### config.mk
export PLATFORM = sky130hd
export DESIGN_NAME = bcd_digit_set_ctrl_flat
export DESIGN_NICKNAME = d
export VERILOG_FILES = /design/src/rtl/bcd_digit_set_ctrl_if.sv /design/src/rtl/bcd_digit_set_ctrl.sv /design/src/flat_wrapper.sv
export SDC_FILE = /design/constraint.sdc
export NUM_CORES = 1
export LEC_CHECK = 0
export ABC_CLOCK_PERIOD_IN_PS = 6500
export CAP_MARGIN = 20
export CELL_PAD_IN_SITES_DETAIL_PLACEMENT = 0
export CELL_PAD_IN_SITES_GLOBAL_PLACEMENT = 1
export CORE_UTILIZATION = 47
export CTS_BUF_LIST = sky130_fd_sc_hd__clkbuf_16
export CTS_CLUSTER_DIAMETER = 200
export DETAILED_ROUTE_END_ITERATION = 8
export PLACE_DENSITY_LB_ADDON = 0.1
export SLEW_MARGIN = 40
export SYNTH_ARGS = -nofsm -noshare
export SYNTH_HDL_FRONTEND = slang
export SYNTH_SLANG_ARGS = --single-unit
### constraint.sdc
create_clock -name clk -period 6.5 [get_ports clk]
set_clock_uncertainty 0.15 [all_clocks]
set_input_delay 1.3 -clock clk [delete_from_list [all_inputs] [get_ports clk]]
set_output_delay 1.3 -clock clk [all_outputs]
set_load 0.05 [all_outputs]
### src/rtl/bcd_digit_set_ctrl_if.sv
// Bundle of the button-side inputs, the counter-bank readback and the
// counter-bank control outputs of bcd_digit_set_ctrl.
//   ce, sel_st, clr_st, inc_lvl, dec_lvl : timing tick, event pulses, levels
//   DEC       : counter-bank readback, digit i = DEC[15-4i -: 4]
//   cd_ce, UP : per-digit counter enables and shared count direction
//   digit_sel : one-hot selected digit
//   busy      : a pulse sequence is running
// master = environment driving the controller, slave = the controller.
interface bcd_digit_set_ctrl_if;
    logic        ce;
    logic        sel_st;
    logic        clr_st;
    logic        inc_lvl;
    logic        dec_lvl;
    logic [15:0] DEC;
    logic [3:0]  cd_ce;
    logic        UP;
    logic [3:0]  digit_sel;
    logic        busy;

    modport master (
        output ce, sel_st, clr_st, inc_lvl, dec_lvl, DEC,
        input  cd_ce, UP, digit_sel, busy
    );

    modport slave (
        input  ce, sel_st, clr_st, inc_lvl, dec_lvl, DEC,
        output cd_ce, UP, digit_sel, busy
    );
endinterface

### src/rtl/bcd_digit_set_ctrl.sv
// Digit-set sequencer for a bank of four 4-bit up/down counters.
// Converts button levels/pulses into bursts of per-digit counter enables so
// the bank steps through values to the wanted BCD result (wrap or saturate),
// with hold-to-repeat on inc/dec and a clear-all sequence.
// Ports: clk, rst_n (async, active low), bus (slave modport, see interface).
//
// state   | meaning
// --------+--------------------------------------------------------------
// IDLE    | waiting for clr / sel / inc / dec, busy low
// BURST   | cd_ce of target digit high, r_cnt pulses remaining
// SETTLE  | one quiet clk so DEC shows the final value
// CLR_LD  | clear sequence: load pulse count from DEC digit r_clr_idx
module bcd_digit_set_ctrl #(
    parameter int WRAP    = 1,
    parameter int RPT_DLY = 500,
    parameter int RPT_PER = 100
) (
    input  logic                  clk,
    input  logic                  rst_n,
    bcd_digit_set_ctrl_if.slave   bus
);
    typedef enum logic [1:0] {S_IDLE, S_BURST, S_SETTLE, S_CLR_LD} state_t;

    localparam logic [15:0] LP_DLY = 16'(RPT_DLY);
    localparam logic [15:0] LP_PER = 16'(RPT_PER);

    state_t      r_state, w_state_nxt;
    logic [3:0]  r_cnt, w_cnt_nxt;
    logic [3:0]  r_tgt, w_tgt_nxt;
    logic        r_clr_mode, w_clr_mode_nxt;
    logic [1:0]  r_clr_idx, w_clr_idx_nxt;
    logic        r_up, w_up_nxt;
    logic [3:0]  r_sel, w_sel_nxt;
    logic [3:0]  r_cd_ce;
    logic        r_busy;
    logic [15:0] r_timer, w_timer_nxt;
    logic        r_inc_q, r_dec_q;

    logic        w_inc_only, w_dec_only, w_press, w_held;
    logic        w_inc_ev, w_dec_ev;
    logic [1:0]  w_sel_idx;
    logic [3:0]  w_dig [4];
    logic [3:0]  w_d, w_n;

    assign w_dig[0] = bus.DEC[15:12];
    assign w_dig[1] = bus.DEC[11:8];
    assign w_dig[2] = bus.DEC[7:4];
    assign w_dig[3] = bus.DEC[3:0];

    // Both levels high counts as neither; it also clears the repeat timer.
    assign w_inc_only = bus.inc_lvl & ~bus.dec_lvl;
    assign w_dec_only = bus.dec_lvl & ~bus.inc_lvl;
    assign w_press    = (w_inc_only & ~r_inc_q) | (w_dec_only & ~r_dec_q);
    assign w_held     = (w_inc_only & r_inc_q) | (w_dec_only & r_dec_q);
    // Repeat fires on the tick where the down-counter sits at terminal count 1.
    assign w_inc_ev   = bus.ce & w_inc_only & (~r_inc_q | (r_timer == 16'd1));
    assign w_dec_ev   = bus.ce & w_dec_only & (~r_dec_q | (r_timer == 16'd1));

    always_comb begin
        w_timer_nxt = 16'd0;
        if (w_press) begin
            w_timer_nxt = LP_DLY;
        end else if (w_held) begin
            if (r_timer == 16'd1)
                w_timer_nxt = LP_PER;
            else if (r_timer != 16'd0)
                w_timer_nxt = r_timer - 16'd1;
        end
    end

    always_comb begin
        w_sel_idx = 2'd0;
        case (r_sel)
            4'b0010: w_sel_idx = 2'd1;
            4'b0100: w_sel_idx = 2'd2;
            4'b1000: w_sel_idx = 2'd3;
            default: w_sel_idx = 2'd0;
        endcase
    end

    assign w_d = w_dig[w_sel_idx];

    // Pulse count: 4-bit counters wrap mod 16, so 0-d is the distance up to 0.
    always_comb begin
        w_n = 4'd0;
        if (w_inc_ev) begin
            if (w_d < 4'd9)       w_n = 4'd1;
            else if (w_d == 4'd9) w_n = (WRAP != 0) ? 4'd7 : 4'd0;
            else                  w_n = 4'd0 - w_d;
        end else begin
            if (w_d == 4'd0)      w_n = (WRAP != 0) ? 4'd7 : 4'd0;
            else if (w_d <= 4'd9) w_n = 4'd1;
            else                  w_n = w_d - 4'd9;
        end
    end

    always_comb begin
        w_state_nxt    = r_state;
        w_cnt_nxt      = r_cnt;
        w_tgt_nxt      = r_tgt;
        w_clr_mode_nxt = r_clr_mode;
        w_clr_idx_nxt  = r_clr_idx;
        w_up_nxt       = r_up;
        w_sel_nxt      = r_sel;
        case (r_state)
            S_IDLE: begin
                if (bus.clr_st) begin
                    w_state_nxt    = S_CLR_LD;
                    w_clr_mode_nxt = 1'b1;
                    w_clr_idx_nxt  = 2'd0;
                    w_up_nxt       = 1'b0;
                end else if (bus.sel_st) begin
                    w_sel_nxt = {r_sel[2:0], r_sel[3]};
                end else if (w_inc_ev || w_dec_ev) begin
                    w_up_nxt       = w_inc_ev;
                    w_tgt_nxt      = r_sel;
                    w_cnt_nxt      = w_n;
                    w_clr_mode_nxt = 1'b0;
                    if (w_n != 4'd0)
                        w_state_nxt = S_BURST;
                end
            end
            S_BURST: begin
                w_cnt_nxt = r_cnt - 4'd1;
                if (r_cnt == 4'd1)
                    w_state_nxt = S_SETTLE;
            end
            S_SETTLE: begin
                if (r_clr_mode && (r_clr_idx != 2'd3)) begin
                    w_state_nxt   = S_CLR_LD;
                    w_clr_idx_nxt = r_clr_idx + 2'd1;
                end else begin
                    w_state_nxt    = S_IDLE;
                    w_clr_mode_nxt = 1'b0;
                end
            end
            S_CLR_LD: begin
                w_tgt_nxt = 4'b0001 << r_clr_idx;
                w_cnt_nxt = w_dig[r_clr_idx];
                if (w_dig[r_clr_idx] != 4'd0) begin
                    w_state_nxt = S_BURST;
                end else if (r_clr_idx == 2'd3) begin
                    w_state_nxt    = S_IDLE;
                    w_clr_mode_nxt = 1'b0;
                end else begin
                    w_clr_idx_nxt = r_clr_idx + 2'd1;
                end
            end
            default: w_state_nxt = S_IDLE;
        endcase
    end

    always_ff @(posedge clk or negedge rst_n) begin
        if (!rst_n) begin
            r_state    <= S_IDLE;
            r_cnt      <= 4'd0;
            r_tgt      <= 4'd0;
            r_clr_mode <= 1'b0;
            r_clr_idx  <= 2'd0;
            r_up       <= 1'b1;
            r_sel      <= 4'b0001;
            r_cd_ce    <= 4'd0;
            r_busy     <= 1'b0;
        end else begin
            r_state    <= w_state_nxt;
            r_cnt      <= w_cnt_nxt;
            r_tgt      <= w_tgt_nxt;
            r_clr_mode <= w_clr_mode_nxt;
            r_clr_idx  <= w_clr_idx_nxt;
            r_up       <= w_up_nxt;
            r_sel      <= w_sel_nxt;
            // Outputs registered from the next state so they align with it.
            r_cd_ce    <= (w_state_nxt == S_BURST) ? w_tgt_nxt : 4'd0;
            r_busy     <= (w_state_nxt != S_IDLE);
        end
    end

    always_ff @(posedge clk or negedge rst_n) begin
        if (!rst_n) begin
            r_timer <= 16'd0;
            r_inc_q <= 1'b0;
            r_dec_q <= 1'b0;
        end else if (bus.ce) begin
            r_timer <= w_timer_nxt;
            r_inc_q <= bus.inc_lvl;
            r_dec_q <= bus.dec_lvl;
        end
    end

    assign bus.cd_ce     = r_cd_ce;
    assign bus.UP        = r_up;
    assign bus.digit_sel = r_sel;
    assign bus.busy      = r_busy;
endmodule

### src/flat_wrapper.sv
// flat-port wrapper written by rule: the top's interface ports become plain ports
module bcd_digit_set_ctrl_flat 
#(
    parameter int WRAP    = 1,
    parameter int RPT_DLY = 500,
    parameter int RPT_PER = 100
)
  (clk, rst_n, bus_ce, bus_sel_st, bus_clr_st, bus_inc_lvl, bus_dec_lvl, bus_DEC, bus_cd_ce, bus_UP, bus_digit_sel, bus_busy);
  bcd_digit_set_ctrl_if bus_i ();
  input  logic clk;
  input  logic rst_n;
  input wire logic [$bits(bus_i.ce)-1:0] bus_ce;
  input wire logic [$bits(bus_i.sel_st)-1:0] bus_sel_st;
  input wire logic [$bits(bus_i.clr_st)-1:0] bus_clr_st;
  input wire logic [$bits(bus_i.inc_lvl)-1:0] bus_inc_lvl;
  input wire logic [$bits(bus_i.dec_lvl)-1:0] bus_dec_lvl;
  input wire logic [$bits(bus_i.DEC)-1:0] bus_DEC;
  output wire logic [$bits(bus_i.cd_ce)-1:0] bus_cd_ce;
  output wire logic [$bits(bus_i.UP)-1:0] bus_UP;
  output wire logic [$bits(bus_i.digit_sel)-1:0] bus_digit_sel;
  output wire logic [$bits(bus_i.busy)-1:0] bus_busy;
  assign bus_i.ce = bus_ce;
  assign bus_i.sel_st = bus_sel_st;
  assign bus_i.clr_st = bus_clr_st;
  assign bus_i.inc_lvl = bus_inc_lvl;
  assign bus_i.dec_lvl = bus_dec_lvl;
  assign bus_i.DEC = bus_DEC;
  assign bus_cd_ce = bus_i.cd_ce;
  assign bus_UP = bus_i.UP;
  assign bus_digit_sel = bus_i.digit_sel;
  assign bus_busy = bus_i.busy;
  bcd_digit_set_ctrl #(.WRAP(WRAP), .RPT_DLY(RPT_DLY), .RPT_PER(RPT_PER)) u_core (.clk(clk), .rst_n(rst_n), .bus(bus_i));
endmodule
== Word-level counts from Yosys, hierarchy flattened ==
Index checks and enable logic that the tools add are counted.

* Flip-flop bits (word level): 41
* Logic and storage cells: 132
* Output and inout bits: 10

* Reduce and logical (&&, ||, !) cells: 16
* Muxes and demuxes: 49
* Equality and inequality tests: 24
* Shifts and indexed selects: 1
* Bitwise operators: 21
* Magnitude comparators: 4
* Add/sub/neg operators: 5

{| class="wikitable"
|+ Operator list
! kind !! count
|-
| $mux 16 || 4
|-
| $mux 4 || 16
|-
| $mux 2 || 12
|-
| $bmux 4 s2 || 2
|-
| $eq 16x1->1 const B || 1
|-
| $reduce_bool 16->1 || 1
|-
| $sub 16x1->16 const B || 1
|-
| $ne 2x2->1 const B || 7
|-
| $pmux 2 s3 || 2
|-
| $pmux 4 s3 || 1
|-
| $and 1x1->1 || 10
|-
| $mux 1 || 9
|-
| $eq 4x4->1 const B || 2
|-
| $ne 2x1->1 const B || 4
|-
| $pmux 2 s4 || 1
|-
| $pmux 4 s2 || 1
|-
| $reduce_bool 4->1 || 2
|-
| $eq 2x2->1 const B || 3
|-
| $ge 3x3->1 const B || 2
|-
| $not 2->3 || 2
|-
| $reduce_and 3->1 || 2
|-
| $reduce_and 6->1 || 1
|-
| $reduce_bool 3->1 || 2
|-
| $not 1->1 || 5
|-
| 22 further kinds || 27
|}

== Logic depth before layout (Yosys ltp) ==
* Depth after elaboration: 18
* Depth in mapped cells: 12
* Depth with buffers taken out: 11

== Least setup slack after synthesis ==
OpenSTA, ideal clock, no wires.

* Path type: in2reg
* From: input port bus_DEC[4]
* To: register u_core.r_busy, in the netlist u_core.bus.busy
* Path slack: 3.015 ns
* Setup time: 0.124 ns
* Cell stages on the path: 9
* Data arrival time: 3.211 ns
* Data required time: 6.226 ns
* Path through: a32oi_1 a22oi_1 inv_1 ha_1 or2_2 a21oi_1 nand2b_1 o41a_1 or2_1

* Word-level cells in the longest chain between the ends: 14
* Elaborated cells between the ends (all ways): 26
* Classes of those cells: add/sub: 2; order compare: 2; eq/ne: 1; mux: 17; reduce/logical: 4

{| class="wikitable"
|+ RTL lines
! what !! RTL line !! RTL
|-
| start, declared || flat_wrapper.sv:17 || <nowiki>input wire logic [$bits(bus_i.DEC)-1:0] bus_DEC;</nowiki>
|-
| $bmux 4 s2 || bcd_digit_set_ctrl.sv:81 || <nowiki>assign w_d = w_dig[w_sel_idx];</nowiki>
|-
| $mux 4 (implied by the code) (2 in a row) || bcd_digit_set_ctrl.sv:81 ||
|-
| $sub 4x4->4, or another cell as far along || bcd_digit_set_ctrl.sv:93 || <nowiki>else w_n = w_d - 4'd9;</nowiki>
|-
| $mux 4 (on tied branches) || bcd_digit_set_ctrl.sv:92, bcd_digit_set_ctrl.sv:88 ||
|-
| $mux 4 (on tied branches) || bcd_digit_set_ctrl.sv:91, bcd_digit_set_ctrl.sv:87 ||
|-
| $mux 4 || bcd_digit_set_ctrl.sv:86 || <nowiki>if (w_inc_ev) begin</nowiki>
|-
| $reduce_bool 4->1 || bcd_digit_set_ctrl.sv:119 || <nowiki>if (w_n != 4'd0)</nowiki>
|-
| $mux 2 || bcd_digit_set_ctrl.sv:119 ||
|-
| $mux 2 || bcd_digit_set_ctrl.sv:114 || <nowiki>end else if (w_inc_ev || w_dec_ev) begin</nowiki>
|-
| $mux 2 || bcd_digit_set_ctrl.sv:112 || <nowiki>end else if (bus.sel_st) begin</nowiki>
|-
| $mux 2 || bcd_digit_set_ctrl.sv:107 || <nowiki>if (bus.clr_st) begin</nowiki>
|-
| $pmux 2 s4 (*) || bcd_digit_set_ctrl.sv:105 || <nowiki>case (r_state)</nowiki>
|-
| named net u_core.w_state_nxt[0] || bcd_digit_set_ctrl.sv:27 || <nowiki>state_t r_state, w_state_nxt;</nowiki>
|-
| $reduce_bool 2->1 (*) || bcd_digit_set_ctrl.sv:174 || <nowiki>r_busy <= (w_state_nxt != S_IDLE);</nowiki>
|-
| end signal, assigned || bcd_digit_set_ctrl.sv:174 ||
|-
| end, declared || bcd_digit_set_ctrl.sv:35 || <nowiki>logic r_busy;</nowiki>
|}

Mark *: on every way through the listed nets, which the timed path passes. The rest lies on a longest branch. The select of a mux whose other input is x is not followed.
A chain may end at the register's enable or synchronous reset.

== Worst setup path in the final report ==
* From: input port bus_DEC[4]
* To: register u_core.r_cd_ce[0], in the netlist u_core.bus.cd_ce[0]

* Word-level cells in the longest chain between the ends: 15
* Elaborated cells between the ends (all ways): 27
* Classes of those cells: add/sub: 2; order compare: 2; eq/ne: 2; mux: 18; reduce/logical: 3

{| class="wikitable"
|+ RTL lines
! what !! RTL line !! RTL
|-
| $bmux 4 s2 || bcd_digit_set_ctrl.sv:81 ||
|-
| $mux 4 (implied by the code) (2 in a row) || bcd_digit_set_ctrl.sv:81 ||
|-
| $sub 4x4->4, or another cell as far along || bcd_digit_set_ctrl.sv:93 ||
|-
| $mux 4 (on tied branches) || bcd_digit_set_ctrl.sv:92, bcd_digit_set_ctrl.sv:88 ||
|-
| $mux 4 (on tied branches) || bcd_digit_set_ctrl.sv:91, bcd_digit_set_ctrl.sv:87 ||
|-
| $mux 4 || bcd_digit_set_ctrl.sv:86 ||
|-
| $reduce_bool 4->1 || bcd_digit_set_ctrl.sv:119 ||
|-
| $mux 2 || bcd_digit_set_ctrl.sv:119 ||
|-
| $mux 2 || bcd_digit_set_ctrl.sv:114 ||
|-
| $mux 2 || bcd_digit_set_ctrl.sv:112 ||
|-
| $mux 2 || bcd_digit_set_ctrl.sv:107 ||
|-
| $pmux 2 s4 (*) || bcd_digit_set_ctrl.sv:105 ||
|-
| $eq 2x1->1 (*) || bcd_digit_set_ctrl.sv:173 || <nowiki>r_cd_ce <= (w_state_nxt == S_BURST) ? w_tgt_nxt : 4'd0;</nowiki>
|-
| $mux 4 (*) || bcd_digit_set_ctrl.sv:173 ||
|-
| end signal, assigned || bcd_digit_set_ctrl.sv:173 ||
|-
| end, declared || bcd_digit_set_ctrl.sv:34 || <nowiki>logic [3:0] r_cd_ce;</nowiki>
|}

Every way passes the cells marked *; elsewhere a longest branch is shown, timed or not. The select of a mux whose other input is x is not followed.

==> impl_metrics.toml <==
[status]
outcome = "completed"

[worst_hold_path]
hp-start = "u_core.bus.UP"
whs_path_depth = 2
hold_path.class = "reg -> reg"
hold_path_end = "u_core.bus.UP"

[place]
pre_cts_ws_ps = 2090
io_buffer_count = 32
hpwl_um = 5317
placed_area_um2 = 3378
gpl.final_weighted_congestion = 0.8387

[global_route]
overflow = 0
grt_pass1_wl_um = 11760
grt_start_max_net_pins = 42
track_usage = 0.2322
grt_pass1_vias = 2331
antenna_found_initial = 0

[drt]
wirelength_um = 7193
drcViolationCount = 0
dr.pass1.iters = 4
wl_per_cell_um = 16.24
post_drt_via_cell_ratio = 5.914
drtIter0Drc = 159
ant_nets = 0
vias = 2620

[pwr]
power_w = 0.001191
irDropWorstVdd_mv = 0.2357
p_leak_nw = 1.515
cellPowerDensity_nw_per_um2 = 337.6

[synth]
ys.flop_type = "dfrtp_1"
synthAdderAreaFrac = 0.06178
yosysWarnings = 0
synth_top_cell_area_share = 0.3213
synthesis.area_um2 = 3038
synth-xor-area-share = 0.03171
synthCells = 342
synthMuxAreaShare = 0.06919
synth_common_cells = "dfrtp_1 (39), nor2_1 (34), nand2_1 (29)"
synth_edf_count = 0
yosys.area_share.simple = 0.2166
synth_cell_type_count = 63
synth_fp_nets = 380
yosys-top-cells-area = "dfrtp_1 (32%), ha_1 (6.2%), nor2_1 (4.2%)"
synthMostInstantiatedCell = "dfrtp_1"
avgSynthCellArea_um2 = 8.883
ys_ff_latch = 41
synth_compound_gate_area_share = 0.2302
yosysSeqAreaShare = 0.3386
synth.largest_area_cell = "dfrtp_1"
synthArstFlopShare = 1.000
synth_top_family_by_area = "compound AO/OA/AOI/OAI gates"

[clocking]
numCtsBuffers = 5
ctsHoldBuffers = 0
postCtsSetupRepairBufs = 0
clkLatencyLatePin_ps = 290
cts.clk_slew.worst_paths_ps = 70
cts_sinks = 41
h-tree-depth = 2
tritoncts = "done"
root_buffer = "clkbuf_16"
ctsResizeCount = 0
cts_buffer_depth = 2

[final_layout]
fillers = 544
synthToLayoutAreaGrowth_pct = 16.14
antennaDiodeCount = 0
layout.nets = 405
layout-drive-gt1-share = 0.09511
fin_area_um2 = 3528

[timing]
hold_viol = 0
finalSetupTns_ps = 0
worst_slack_ps = 2334
setup_viol = 0
max_freq_mhz = 240.1
slew_viol_final = 0
worstMarginPinSlew_ps = 759.3
period_share = 0.6409
rsz0062_at_grt = "no"
slew_headroom = 0.4895
finalCriticalPeriod_ps = 4166

[critical_path]
cpMaxStageDelayCell = "o41ai_2"
worstReg2RegEnd = "u_core.bus.cd_ce[0]"
cp.arrival_ps = 4170
path_max_fanout = 5
startpoint_type = "input pin"
cp_cell_sequence = "clkdlybuf4s50_1 > a32oi_1 > a22oi_1 > inv_1 > ha_1 > or2_2 > a21oi_1 > nand2b_1 > o41ai_2 > nor2b_1"
rr_worst_depth = 10
rrSetupSlack_ps = 2770
slowest_delay_ps = 580
endpoint_kind = "flip-flop"
required_ps = 6500
critPathKind = "in -> reg"
r2r_start = "u_core.bus.digit_sel[3]"

[die]
ios = 33
fp.coreArea_um2 = 6061
die_y_um = 82.40
die-area_um2 = 6789
start_util = 0.5012
rows = 28
die_w_um = 82.40

[run]
drv_cap = 0
## worst max path at each step
stage / endpoint / cells after the start / slack, ps / start
global route: u_core.bus.cd_ce[2] / 10 / 2090 / bus_DEC[4]
detailed placement: u_core.bus.cd_ce[3] / 10 / 2090 / bus_DEC[4]
finish: u_core.bus.cd_ce[0] / 10 / 2330 / bus_DEC[4]
floorplan: u_core.bus.busy / 9 / 3010 / bus_DEC[4]
global placement: u_core.bus.cd_ce[0] / 8 / 2160 / bus_ce
CTS: u_core.bus.cd_ce[0] / 10 / 2380 / bus_DEC[4]
## power by group
group          internal [W]  total (W)  switching (W)
clock              0.000144   0.000255       0.000111
sequential         0.000317   0.000380      0.0000623
combinational      0.000235   0.000556       0.000321
## per-layer routing
| layer | vias up | routed length (um) | global-route usage |
|---|---|---|---|
| met5 | - | 0 | 0 |
| met2 | 43 | 2996 | 0.3306 |
| met4 | 0 | 80 | 0.06316 |
| li1 | 1297 | - | - |
| met3 | 8 | 203 | 0.03297 |
| met1 | 1272 | 3913 | 0.3606 |
## cells by family after synthesis
kind of cell             count (synthesis)
AO/OA/AOI/OAI                           95
multiplexers                            15
adder cells (fa/ha/maj)                 15
XOR/XNOR                                11
buffers and inverters                   37
AND/OR/NAND/NOR                        128
flip-flops                              41
## placed cells by master, fill, tap and decap left out, types with 11 or more instances in the layout
cell type / count
clkdlybuf4s50_1: 31
inv_1: 23
ha_1: 15
dfrtp_1: 39
nor2_1: 34
a21oi_1: 17
o21ai_0: 24
nand2_1: 29
nor2b_1: 11
## stage by stage
stage / std cells / hold slack [ps] / util
2_1_floorplan: 342 / 298.3 / -
3_3_place_gp: 435 / 322.8 / 0.5570
3_5_place_dp: 435 / 334.0 / 0.5574
4_1_cts: 443 / 344.4 / 0.5822
5_1_grt: 443 / 349.7 / 0.5822
6_report: 443 / 343.7 / 0.5822
## critical path, delay by kind of cell
kind                       cells  cell delay, ps
and+or+nand+nor                3             550
adders and majority gates      1             250
buffers and inverters          2             640
AOI/OAI and AO/OA              4            1420
## area by class of cell
type                    instances  area [um^2]  share of cell area
multi-input cells             264         1852              0.5248
well taps                      75        93.84             0.02660
inverters                      23        86.33             0.02447
repair buffers                 32        317.8             0.09007
clock buffers                   5        125.1             0.03546
clock inverters                 3        25.02            0.007092
flip-flops and latches         41         1028              0.2915
## registers in the layout, indices dropped and copies added (netlist names)
name / cells
u_core.r_state: 2
u_core.r_dec_q: 1
u_core.bus.cd_ce: 4
u_core.r_clr_idx: 2
u_core.r_inc_q: 1
u_core.bus.busy: 1
u_core.r_clr_mode: 1
u_core.bus.UP: 1
u_core.r_cnt: 4
u_core.r_tgt: 4
u_core.r_timer: 16
u_core.bus.digit_sel: 4
Power figures use the tool's default switching activity.
